## config.mk

```make
export PLATFORM = sky130hd
export DESIGN_NAME = miss_counter_mmio_flat
export DESIGN_NICKNAME = d
export VERILOG_FILES = /design/src/rtl/miss_counter_mmio_if.sv /design/src/rtl/miss_counter_mmio.sv /design/src/flat_wrapper.sv
export SDC_FILE = /design/constraint.sdc
export NUM_CORES = 1
export LEC_CHECK = 0
export CAP_MARGIN = 10
export CELL_PAD_IN_SITES_DETAIL_PLACEMENT = 0
export CELL_PAD_IN_SITES_GLOBAL_PLACEMENT = 2
export CORE_MARGIN = 2
export CORE_UTILIZATION = 42
export CTS_CLUSTER_SIZE = 10
export DETAILED_ROUTE_END_ITERATION = 7
export PLACE_DENSITY = 0.95
export SLEW_MARGIN = 10
export SYNTH_ARGS = -nofsm -noshare
export SYNTH_HDL_FRONTEND = slang
export SYNTH_SLANG_ARGS = --single-unit
export TNS_END_PERCENT = 30
```

## constraint.sdc

```tcl
create_clock -name clk -period 13.3 [get_ports clk]
set_input_delay 3.99 -clock clk [delete_from_list [all_inputs] [get_ports clk]]
set_output_delay 3.99 -clock clk [all_outputs]
set_load 0.005 [all_outputs]
```

## src/rtl/miss_counter_mmio_if.sv

```systemverilog
`default_nettype none
// ============================================================================
// Module      : miss_counter_mmio_if
// Description : LC-3b style memory handshake bundle. The CPU side (master)
//               drives address, read/write strobes and write data and holds
//               them until mem_resp; the peripheral side (slave) returns
//               read data and a one-cycle completion pulse.
// Ports       : mem_address[15:0], mem_read, mem_write, mem_wdata[15:0]
//               (master -> slave); mem_rdata[15:0], mem_resp (slave -> master)
// Revision    : 1.0 - initial release
// ============================================================================
interface miss_counter_mmio_if;
    logic [15:0] mem_address;
    logic        mem_read;
    logic        mem_write;
    logic [15:0] mem_wdata;
    logic [15:0] mem_rdata;
    logic        mem_resp;

    modport master (
        output mem_address, mem_read, mem_write, mem_wdata,
        input  mem_rdata, mem_resp
    );

    modport slave (
        input  mem_address, mem_read, mem_write, mem_wdata,
        output mem_rdata, mem_resp
    );
endinterface
`default_nettype wire

```

## src/rtl/miss_counter_mmio.sv

```systemverilog
`default_nettype none
// ============================================================================
// Module      : miss_counter_mmio
// Description : Memory-mapped front end for the free-running cache miss
//               counters. Brings the raw read/write miss counts into the clk
//               domain, and exposes software-clearable, freezable deltas plus
//               sticky overflow flags in an 8-byte window at BASE_ADDR.
// Ports       : clk, reset      - system clock, async active-high reset
//               read_miss[15:0] - raw read-miss count (asynchronous to clk)
//               write_miss[15:0]- raw write-miss count (asynchronous to clk)
//               bus (slave)     - LC-3b memory handshake
// Revision    : 1.0 - initial release
// ============================================================================
module miss_counter_mmio #(
    parameter logic [15:0] BASE_ADDR   = 16'hFF00,
    parameter int unsigned SYNC_SETTLE = 3
) (
    input  logic                clk,
    input  logic                reset,
    input  logic [15:0]         read_miss,
    input  logic [15:0]         write_miss,
    miss_counter_mmio_if.slave  bus
);

    localparam int unsigned        c_CNT_W      = (SYNC_SETTLE < 1) ? 1 : $clog2(SYNC_SETTLE + 1);
    localparam logic [c_CNT_W-1:0] c_SETTLE_MAX = c_CNT_W'(SYNC_SETTLE);
    localparam logic [1:0]         c_OFF_CTRL   = 2'd3;

    typedef enum logic [1:0] {
        ST_INIT = 2'd0,
        ST_IDLE = 2'd1,
        ST_RESP = 2'd2
    } state_t;

    state_t               r_state;
    state_t               w_state_nxt;
    logic [c_CNT_W-1:0]   r_settle_cnt;

    logic [15:0] r_sync1_rd, r_sync2_rd, r_stable_rd, r_base_rd, r_prev_rd, r_snap_rd;
    logic [15:0] r_sync1_wr, r_sync2_wr, r_stable_wr, r_base_wr, r_prev_wr, r_snap_wr;
    logic [15:0] r_snap_tot;
    logic        r_ovf_rd, r_ovf_wr, r_frozen;

    // Access captured when accepted, so RESP does not depend on the CPU
    // still holding its request lines stable.
    logic [1:0]  r_off;
    logic        r_is_wr;
    logic [2:0]  r_wdata;

    logic [15:0] w_delta_rd, w_delta_wr, w_total, w_rdata;
    logic        w_in_window, w_req, w_accept, w_init_done;
    logic        w_ctrl_wr, w_clear, w_ovf_clr, w_freeze_rise;
    logic        w_unused;

    assign w_unused    = ^{bus.mem_address[0], bus.mem_wdata[15:3]};

    assign w_in_window = (bus.mem_address[15:3] == BASE_ADDR[15:3]);
    assign w_req       = (bus.mem_read || bus.mem_write) && w_in_window;

    assign w_delta_rd  = r_stable_rd - r_base_rd;
    assign w_delta_wr  = r_stable_wr - r_base_wr;
    assign w_total     = w_delta_rd + w_delta_wr;

    // Write side effects commit on the edge that ends the RESP cycle.
    assign w_ctrl_wr     = (r_state == ST_RESP) && r_is_wr && (r_off == c_OFF_CTRL);
    assign w_clear       = w_ctrl_wr && r_wdata[0];
    assign w_ovf_clr     = w_ctrl_wr && (r_wdata[0] || r_wdata[2]);
    assign w_freeze_rise = w_ctrl_wr && r_wdata[1] && !r_frozen;

    // ------------------------------------------------------------------
    // FSM
    // ------------------------------------------------------------------
    always_ff @(posedge clk or posedge reset) begin
        if (reset) begin
            r_state      <= ST_INIT;
            r_settle_cnt <= '0;
        end else begin
            r_state <= w_state_nxt;
            if ((r_state == ST_INIT) && !w_init_done) begin
                r_settle_cnt <= r_settle_cnt + c_CNT_W'(1);
            end
        end
    end

    always_comb begin
        w_state_nxt = r_state;
        w_accept    = 1'b0;
        w_init_done = 1'b0;
        case (r_state)
            ST_INIT: begin
                if (r_settle_cnt == c_SETTLE_MAX) begin
                    w_state_nxt = ST_IDLE;
                    w_init_done = 1'b1;
                end
            end
            ST_IDLE: begin
                if (w_req) begin
                    w_state_nxt = ST_RESP;
                    w_accept    = 1'b1;
                end
            end
            ST_RESP: w_state_nxt = ST_IDLE;
            default: w_state_nxt = ST_INIT;
        endcase
    end

    always_ff @(posedge clk or posedge reset) begin
        if (reset) begin
            r_off   <= 2'd0;
            r_is_wr <= 1'b0;
            r_wdata <= 3'd0;
        end else if (w_accept) begin
            r_off   <= bus.mem_address[2:1];
            // Simultaneous read and write: the read wins, the write is dropped.
            r_is_wr <= bus.mem_write && !bus.mem_read;
            r_wdata <= bus.mem_wdata[2:0];
        end
    end

    // ------------------------------------------------------------------
    // Synchronizers: stable only follows the synchronizer once two
    // consecutive samples agree, filtering counts caught mid-transition.
    // ------------------------------------------------------------------
    always_ff @(posedge clk or posedge reset) begin
        if (reset) begin
            r_sync1_rd  <= '0;
            r_sync2_rd  <= '0;
            r_stable_rd <= '0;
            r_sync1_wr  <= '0;
            r_sync2_wr  <= '0;
            r_stable_wr <= '0;
        end else begin
            r_sync1_rd <= read_miss;
            r_sync2_rd <= r_sync1_rd;
            r_sync1_wr <= write_miss;
            r_sync2_wr <= r_sync1_wr;
            if (r_sync1_rd == r_sync2_rd) r_stable_rd <= r_sync2_rd;
            if (r_sync1_wr == r_sync2_wr) r_stable_wr <= r_sync2_wr;
        end
    end

    // ------------------------------------------------------------------
    // Baseline, overflow, freeze and snapshot state
    // ------------------------------------------------------------------
    always_ff @(posedge clk or posedge reset) begin
        if (reset) begin
            r_base_rd  <= '0;
            r_base_wr  <= '0;
            r_prev_rd  <= '0;
            r_prev_wr  <= '0;
            r_ovf_rd   <= 1'b0;
            r_ovf_wr   <= 1'b0;
            r_frozen   <= 1'b0;
            r_snap_rd  <= '0;
            r_snap_wr  <= '0;
            r_snap_tot <= '0;
        end else begin
            if (w_init_done || w_clear) begin
                r_base_rd <= r_stable_rd;
                r_base_wr <= r_stable_wr;
                // Deltas drop to zero on rebaseline; zeroing the history keeps
                // an old 0xFFFF from looking like a wrap on the next cycle.
                r_prev_rd <= '0;
                r_prev_wr <= '0;
            end else begin
                r_prev_rd <= w_delta_rd;
                r_prev_wr <= w_delta_wr;
            end

            if (w_ovf_clr) begin
                r_ovf_rd <= 1'b0;
                r_ovf_wr <= 1'b0;
            end else begin
                if ((r_prev_rd == 16'hFFFF) && (w_delta_rd == 16'h0000)) r_ovf_rd <= 1'b1;
                if ((r_prev_wr == 16'hFFFF) && (w_delta_wr == 16'h0000)) r_ovf_wr <= 1'b1;
            end

            if (w_ctrl_wr) r_frozen <= r_wdata[1];

            // Clear is ordered before freeze, so clear+freeze snapshots zero.
            if (w_clear) begin
                r_snap_rd  <= '0;
                r_snap_wr  <= '0;
                r_snap_tot <= '0;
            end else if (w_freeze_rise) begin
                r_snap_rd  <= w_delta_rd;
                r_snap_wr  <= w_delta_wr;
                r_snap_tot <= w_total;
            end
        end
    end

    // ------------------------------------------------------------------
    // Read mux: zero outside the response cycle.
    // ------------------------------------------------------------------
    always_comb begin
        w_rdata = 16'h0000;
        if (r_state == ST_RESP) begin
            case (r_off)
                2'd0:    w_rdata = r_frozen ? r_snap_rd  : w_delta_rd;
                2'd1:    w_rdata = r_frozen ? r_snap_wr  : w_delta_wr;
                2'd2:    w_rdata = r_frozen ? r_snap_tot : w_total;
                default: w_rdata = {13'b0, r_frozen, r_ovf_wr, r_ovf_rd};
            endcase
        end
    end

    assign bus.mem_rdata = w_rdata;
    assign bus.mem_resp  = (r_state == ST_RESP);

endmodule
`default_nettype wire

```

## src/flat_wrapper.sv

```systemverilog
// flat-port wrapper written by rule: the top's interface ports become plain ports
module miss_counter_mmio_flat 
#(
    parameter logic [15:0] BASE_ADDR   = 16'hFF00,
    parameter int unsigned SYNC_SETTLE = 3
)
  (clk, reset, read_miss, write_miss, bus_mem_address, bus_mem_read, bus_mem_write, bus_mem_wdata, bus_mem_rdata, bus_mem_resp);
  miss_counter_mmio_if bus_i ();
  input  logic clk;
  input  logic reset;
  input  logic [15:0] read_miss;
  input  logic [15:0] write_miss;
  input wire logic [$bits(bus_i.mem_address)-1:0] bus_mem_address;
  input wire logic [$bits(bus_i.mem_read)-1:0] bus_mem_read;
  input wire logic [$bits(bus_i.mem_write)-1:0] bus_mem_write;
  input wire logic [$bits(bus_i.mem_wdata)-1:0] bus_mem_wdata;
  output wire logic [$bits(bus_i.mem_rdata)-1:0] bus_mem_rdata;
  output wire logic [$bits(bus_i.mem_resp)-1:0] bus_mem_resp;
  assign bus_i.mem_address = bus_mem_address;
  assign bus_i.mem_read = bus_mem_read;
  assign bus_i.mem_write = bus_mem_write;
  assign bus_i.mem_wdata = bus_mem_wdata;
  assign bus_mem_rdata = bus_i.mem_rdata;
  assign bus_mem_resp = bus_i.mem_resp;
  miss_counter_mmio #(.BASE_ADDR(BASE_ADDR), .SYNC_SETTLE(SYNC_SETTLE)) u_core (.clk(clk), .reset(reset), .read_miss(read_miss), .write_miss(write_miss), .bus(bus_i));
endmodule
```

Word level (Yosys, flattened, before mapping) --
Index checks and enable logic that the tools add are counted. W data, S select, Z words.
Word-level totals: memories 0, bits in writable memories 0, output and inout port bits 17, latch bits 0, logic and storage cells 87, register bits 221, input bits 68, ROM bits 0
Cells by class: div/mod/pow operators 0, magnitude comparators 0, reductions and logical operators 25, shift operators 0, $add $sub $neg 4, bitwise logic cells 0, mux-type cells 24, equality and inequality tests 13, $mul 0
Operator list (count):
- $mux W16 | 12
- $pmux W16 S3 | 1
- $eq A16 B16 Y1 | 2
- $eq A16 B16 Y1 const B | 2
- $logic_not A16 Y1 | 2
- $sub A16 B16 Y16 | 2
- $add A16 B16 Y16 | 1
- $eq A13 B13 Y1 const B | 1
- $logic_and A1 B1 Y1 | 11
- $eq A2 B2 Y1 const B | 4
- $mux W1 | 8
- $pmux W2 S3 | 1
- $reduce_bool A2 Y1 | 3
- $eq A2 B1 Y1 const B | 2
- $logic_not A2 Y1 | 2
- $mux W2 | 2
- $logic_not A1 Y1 | 3
- $logic_or A1 B1 Y1 | 3
- $add A2 B1 Y2 const B | 1
- $ne A2 B1 Y1 const B | 1
- $ne A2 B2 Y1 const B | 1
- $reduce_and A2 Y1 | 1

Longest topological paths before layout --
word-level depth 7, gate-level depth with buffers 20, mapped depth without buffers 20

Worst setup path before layout --
OpenSTA, ideal clock, no wires.
path type register to output, from register u_core.r_stable_wr[0], to output port bus_mem_rdata[14], data arrival time 3.777 ns, cell stages (with the launch flop) 20, required time 9.310 ns, path buffers 0, setup slack 5.533 ns, cells stage by stage dfrtp_1 inv_1 ha_1 inv_1 fa_1 a21o_1 a21oi_1 xor2_1 inv_1 ha_1 inv_1 o21bai_1 a2111oi_0 or3_1 nor2_1 nand2_1 a211oi_1 a31oi_1 xnor2_1 a221o_1
Between the ends: cells in the longest elaborated chain, start to end 5, elaborated cells between the ends (all ways) 6, classes of those cells add/sub (2); mux (4)
RTL lines:
- from (decl) | line miss_counter_mmio.sv:40 | logic [15:0] r_sync1_wr, r_sync2_wr, r_stable_wr, r_base_wr, r_prev_wr, r_snap_wr;
- from (signal assigned) | line miss_counter_mmio.sv:138 | if (r_sync1_wr == r_sync2_wr) r_stable_wr <= r_sync2_wr;
- $sub A16 B16 Y16 (*) | line miss_counter_mmio.sv:61 | assign w_delta_wr = r_stable_wr - r_base_wr;
- $add A16 B16 Y16 | line miss_counter_mmio.sv:62 | assign w_total = w_delta_rd + w_delta_wr;
- $mux W16 | line miss_counter_mmio.sv:202 | 2'd2: w_rdata = r_frozen ? r_snap_tot : w_total;
- $pmux W16 S3 (*) | line miss_counter_mmio.sv:199 | case (r_off)
- $mux W16 (*) | line miss_counter_mmio.sv:198 | if (r_state == ST_RESP) begin
- to (decl) | line flat_wrapper.sv:17 | output wire logic [$bits(bus_i.mem_rdata)-1:0] bus_mem_rdata;
Mark *: on every way between the ends. The rest lies on a longest branch, timed or not.

Worst setup path in the final report --
Ends and elaborated chain as after synthesis.

==> results <==
- The maximum achievable frequency is 0.1054 GHz.
- Leaving out fill and tap cells, the most frequent cell in the layout is sky130_fd_sc_hd__dfrtp_1.
- In the synthesized netlist, the number of instances is 960.
- The cell area power density is 111.2 mW/mm².
- The remaining routing DRC violations is 0.
- The global-route wire length before repair is 38970 µm.
- In the synthesized netlist the async set-or-reset flop fraction comes to 100.0%.
- The routed via count is about 7300.
- The transition at the pin with the smallest max-transition slack is 1.039 ns.
- In this run the static leakage power is approximately 0.0057 µW.
- The worst reg2reg path endpoint is u_core.r_snap_tot[14].
- Entering global routing, the biggest net connects 148 pins.
- The number of warning messages in the yosys log is 0.
- The kind of launch point of the worst setup path is a flip-flop.
- For this run the aggregate overflow at the end of global routing stands at 0.
- The area growth from synthesis to layout is 18.26%.
- Each instance of the synthesized netlist takes up on average 11.01 µm².
- The final weighted congestion in routability-driven placement is 0.8402.
- The final routed wire length divided by cell count is approximately 17 µm.
- The final worst slack is approximately 3.8 ns.
- Counting instances, the worst hold path has a depth of 0.
- The setup skew after layout is roughly 0.012 ns.
- Once detailed placement completed, the half-perimeter wirelength came to 16240 µm.
- The peak per-stage delay on the critical path is 0.44 ns.
- Traced cell by cell, the critical path runs through inv_1 > ha_1 > inv_1 > fa_1 > a21o_1 > a21oi_1 > xor2_1 > inv_1 > ha_1 > inv_1 > o21bai_1 > a2111oi_0 > or3_1 > nor2_1 > nand2_1 > a211oi_1 > a31oi_1 > xnor2_1 > a221o_1 > clkdlybuf4s50_1.
- Measured in cells, the most critical reg-to-reg path has a length of 19.
- The critical path is of the reg2out type.
- The count of endpoints failing hold in the final timing report came to 0.
- The worst setup slack before clock tree synthesis is 4.448 ns.
- The number of top-level pins is between 80 and 90.
- The max-slew violation count is 0.
- The number of placement rows is 58.
- Post-CTS repair changed the size of 0 cells.
- The worst-case IR drop observed on VDD is ~0.099 mV.
- Measured against its own limit, the worst slew margin works out to 30.72%.
- The maximum level of the CTS H-tree is 1.
- The post-synthesis sequential area ratio is about 52%.
- The share of layout cells above drive strength 1 is 10.15%.
- The core footprint is 0.02496 mm².
- After detailed routing, the number of vias per cell comes to 5.288.
- For this design, the sink count on the clock tree is 221.
- The run finished with clean final reports.
- The die boundary height is about 160 µm.
- Setup repair after global routing left no endpoint under its margin.
- The die covers approximately 0.026 mm².
- The number of buffers inserted during clock tree synthesis is 27.
- The number of fill cells in the layout is 2278.
- The tool flagged a number of max-cap violations equal to 0.
- After routing, the total negative slack on setup checks comes to 0 ns.
- The number of different library cells in the post-synthesis netlist is 66.
- TritonCTS built the clock tree.
- The total of flip-flops plus latches after synthesis is 221.
- The buffer count from post-CTS setup fixing is 0.
- Along the worst path, the maximum fanout reaches 4.
- In the synthesized netlist the dominant register cell turns out to be sky130_fd_sc_hd__dfrtp_1.
- Leaving out fill and tap cells, the most frequent cells in the layout are sky130_fd_sc_hd__dfrtp_1, sky130_fd_sc_hd__nand2_1, sky130_fd_sc_hd__clkdlybuf4s50_1.
- The cell seen most often among critical-path stages is sky130_fd_sc_hd__inv_1.
- Across all hold checks on the routed design, the worst slack comes to between 0.3 and 0.4 ns.
- The floorplan step set the die width to between 150 and 200 µm.
- The count of buffers inserted at the top-level ports is 70.
- The clock tree buffer depth is 3.
- The combined global-route utilization of all metal layers is between 10% and 20%.
- Wires add up to 23200 µm.
- The required time at the worst-slack endpoint is 9.31 ns.
- The endpoint type of the worst setup path is a primary output.
- The DRC marker count from the first detailed-route iteration is about 500.
- The first detailed-routing pass ran for 5 iterations.
- The number of antenna diodes is 0.
- The beginning of the worst hold path is u_core.r_sync1_rd[6].
- The number of nets handed over by synthesis was about 1100.
- Counting I/O delays and the setup requirement, the final critical path takes 9.487 ns.
- Data on the critical path arrives at its endpoint at roughly 5.5 ns.
- For hold timing, the worst endpoint is u_core.r_sync2_rd[6].
- In this run the worst hold path is classified as reg2reg.
- The number of endpoints failing setup at the final stage is 0.
- At the end of the flow the core is filled with cells to approximately 50%.
- The cell area after placement is 0.01172 mm².
- For flop-to-flop paths, the worst setup slack is between 8 and 9 ns.
- The netlist area before placement is about 0.011 mm².
- The number of buffers inserted by hold repair at cts is 0.
- The startpoint of the lowest-slack register-to-register path is u_core.r_stable_wr[0].
- The clock transition at the registers of the reported paths is 0.05 ns.
- The largest individual stage delay along the critical path comes from the cell sky130_fd_sc_hd__xor2_1.
- The final layout net count is 1162.
- The number of antenna violations at the first check in global routing came to 0.
- The count of flip-flops with a built-in enable after synthesis is 0.
- Clock tree synthesis selected as its root buffer the cell sky130_fd_sc_hd__clkbuf_16.
- The effective utilization at floorplan is a little over two fifths.
- The number of routed nets with antenna violations is 0.
- The later pin in the worst-skew pair is clocked with a latency of 0.54 ns.
- The final cell area excluding filler cells is 0.01250 mm².
- The via count of the first global-routing pass was 7330.
- The final critical-path share of the clock period is 71.33%.
## worst max-delay path by stage
stage,startpoint,end,slack [ns],cells past startpoint
after floorplan,reset,u_core.r_base_rd[0],3.26,1
after global placement,u_core.r_stable_wr[0],bus_mem_rdata[14],4.47,20
after detailed placement,u_core.r_stable_wr[0],bus_mem_rdata[14],4.45,20
after CTS,u_core.r_stable_wr[0],bus_mem_rdata[14],3.86,20
after global routing,u_core.r_stable_wr[0],bus_mem_rdata[14],3.46,20
final,u_core.r_stable_wr[0],bus_mem_rdata[14],3.81,20
## synthesized netlist by cell type (4+ instances only)
master / number / area share [%]
sky130_fd_sc_hd__nand2_1: 87 / 3.1
sky130_fd_sc_hd__o21ai_0: 67 / 3.2
sky130_fd_sc_hd__clkinv_1: 4 / 0.14
sky130_fd_sc_hd__clkbuf_1: 30 / 1.1
sky130_fd_sc_hd__mux2i_1: 10 / 0.95
sky130_fd_sc_hd__ha_1: 46 / 5.4
sky130_fd_sc_hd__xnor2_1: 46 / 3.8
sky130_fd_sc_hd__nor4_1: 11 / 0.65
sky130_fd_sc_hd__o21a_1: 8 / 0.57
sky130_fd_sc_hd__nor2b_1: 4 / 0.24
sky130_fd_sc_hd__o211ai_1: 5 / 0.36
sky130_fd_sc_hd__o31ai_1: 4 / 0.28
sky130_fd_sc_hd__nand2b_1: 9 / 0.53
sky130_fd_sc_hd__a21oi_1: 36 / 1.7
sky130_fd_sc_hd__a21o_1: 16 / 1.1
sky130_fd_sc_hd__a22o_1: 37 / 3.1
sky130_fd_sc_hd__nand3_1: 6 / 0.28
sky130_fd_sc_hd__mux4_2: 4 / 0.85
sky130_fd_sc_hd__mux2_2: 37 / 3.9
sky130_fd_sc_hd__and2_1: 28 / 1.7
sky130_fd_sc_hd__a31oi_1: 8 / 0.47
sky130_fd_sc_hd__a221oi_1: 8 / 0.66
sky130_fd_sc_hd__o21bai_1: 6 / 0.43
sky130_fd_sc_hd__or3_1: 5 / 0.30
sky130_fd_sc_hd__nor2_1: 52 / 1.8
sky130_fd_sc_hd__nand4_1: 14 / 0.83
sky130_fd_sc_hd__dfrtp_1: 221 / 52
sky130_fd_sc_hd__inv_1: 50 / 1.8
sky130_fd_sc_hd__nor3_1: 7 / 0.33
sky130_fd_sc_hd__xor2_1: 31 / 2.6
sky130_fd_sc_hd__a211oi_1: 4 / 0.28
## final cells by class
type | instances | area (µm²) | area share, %
clock buffer | 36 | 749.5 | 5.995
sequential | 221 | 5530 | 44.24
timing repair buffer | 89 | 843.3 | 6.746
multi-input combinational | 652 | 4726 | 37.80
clock inverter | 2 | 28.78 | 0.2302
inverter | 54 | 210.2 | 1.682
tap | 330 | 412.9 | 3.303
## metal layers
| metal | wire length [µm] | global-route usage [%] | vias up |
|---|---|---|---|
| li1 | - | - | 3564 |
| met1 | 11190 | 26.83 | 3556 |
| met2 | 10530 | 29.23 | 168 |
| met3 | 1184 | 2.903 | 30 |
| met4 | 303 | 3.138 | 0 |
| met5 | 0 | 0 | - |
## state kept, by name, indices dropped and copies added (netlist names), 2 cells and up
register,count
u_core.r_state,2
u_core.r_settle_cnt,2
u_core.r_base_rd,16
u_core.r_stable_wr,16
u_core.r_prev_rd,16
u_core.r_sync1_rd,16
u_core.r_snap_tot,16
u_core.r_sync1_wr,16
u_core.r_sync2_wr,16
u_core.r_wdata,3
u_core.r_snap_rd,16
u_core.r_sync2_rd,16
u_core.r_base_wr,16
u_core.r_snap_wr,16
u_core.r_prev_wr,16
u_core.r_stable_rd,16
u_core.r_off,2
## cell families (layout without fill, tap and decap cells)
| family | after synthesis | after routing | synth area share, % |
|---|---|---|---|
| adder cells (fa/ha/maj) | 49 | 49 | 6.013 |
| multiplexers | 51 | 51 | 5.741 |
| AO/OA/AOI/OAI | 236 | 236 | 15.36 |
| flip-flops | 221 | 221 | 52.32 |
| buffers and inverters | 87 | 181 | 3.089 |
| AND/OR/NAND/NOR | 238 | 238 | 10.88 |
| XOR/XNOR | 78 | 78 | 6.593 |
## critical path, delay by kind of cell (launching register included)
family	cells	cell delay, ns
AND/OR/NAND/NOR	3	0.65
adder cells (fa/ha/maj)	3	0.99
flip-flops	1	0.36
AO/OA/AOI/OAI	7	1.52
buffers and inverters	5	0.80
XOR/XNOR	2	0.62
## power breakdown
group          total [µW]  internal (µW)  switching [µW]
Combinational        48.9           24.1            24.8
Sequential            692            684            7.28
Clock                 649            388             261
## per-stage QoR
stage                     power (µW)  std cells
after floorplan                727.1        960
after global placement         752.6       1346
after detailed placement       753.7       1346
after CTS                       1408       1384
after global routing            1449       1384
final                           1390       1384
Power figures use the tool's default switching activity.
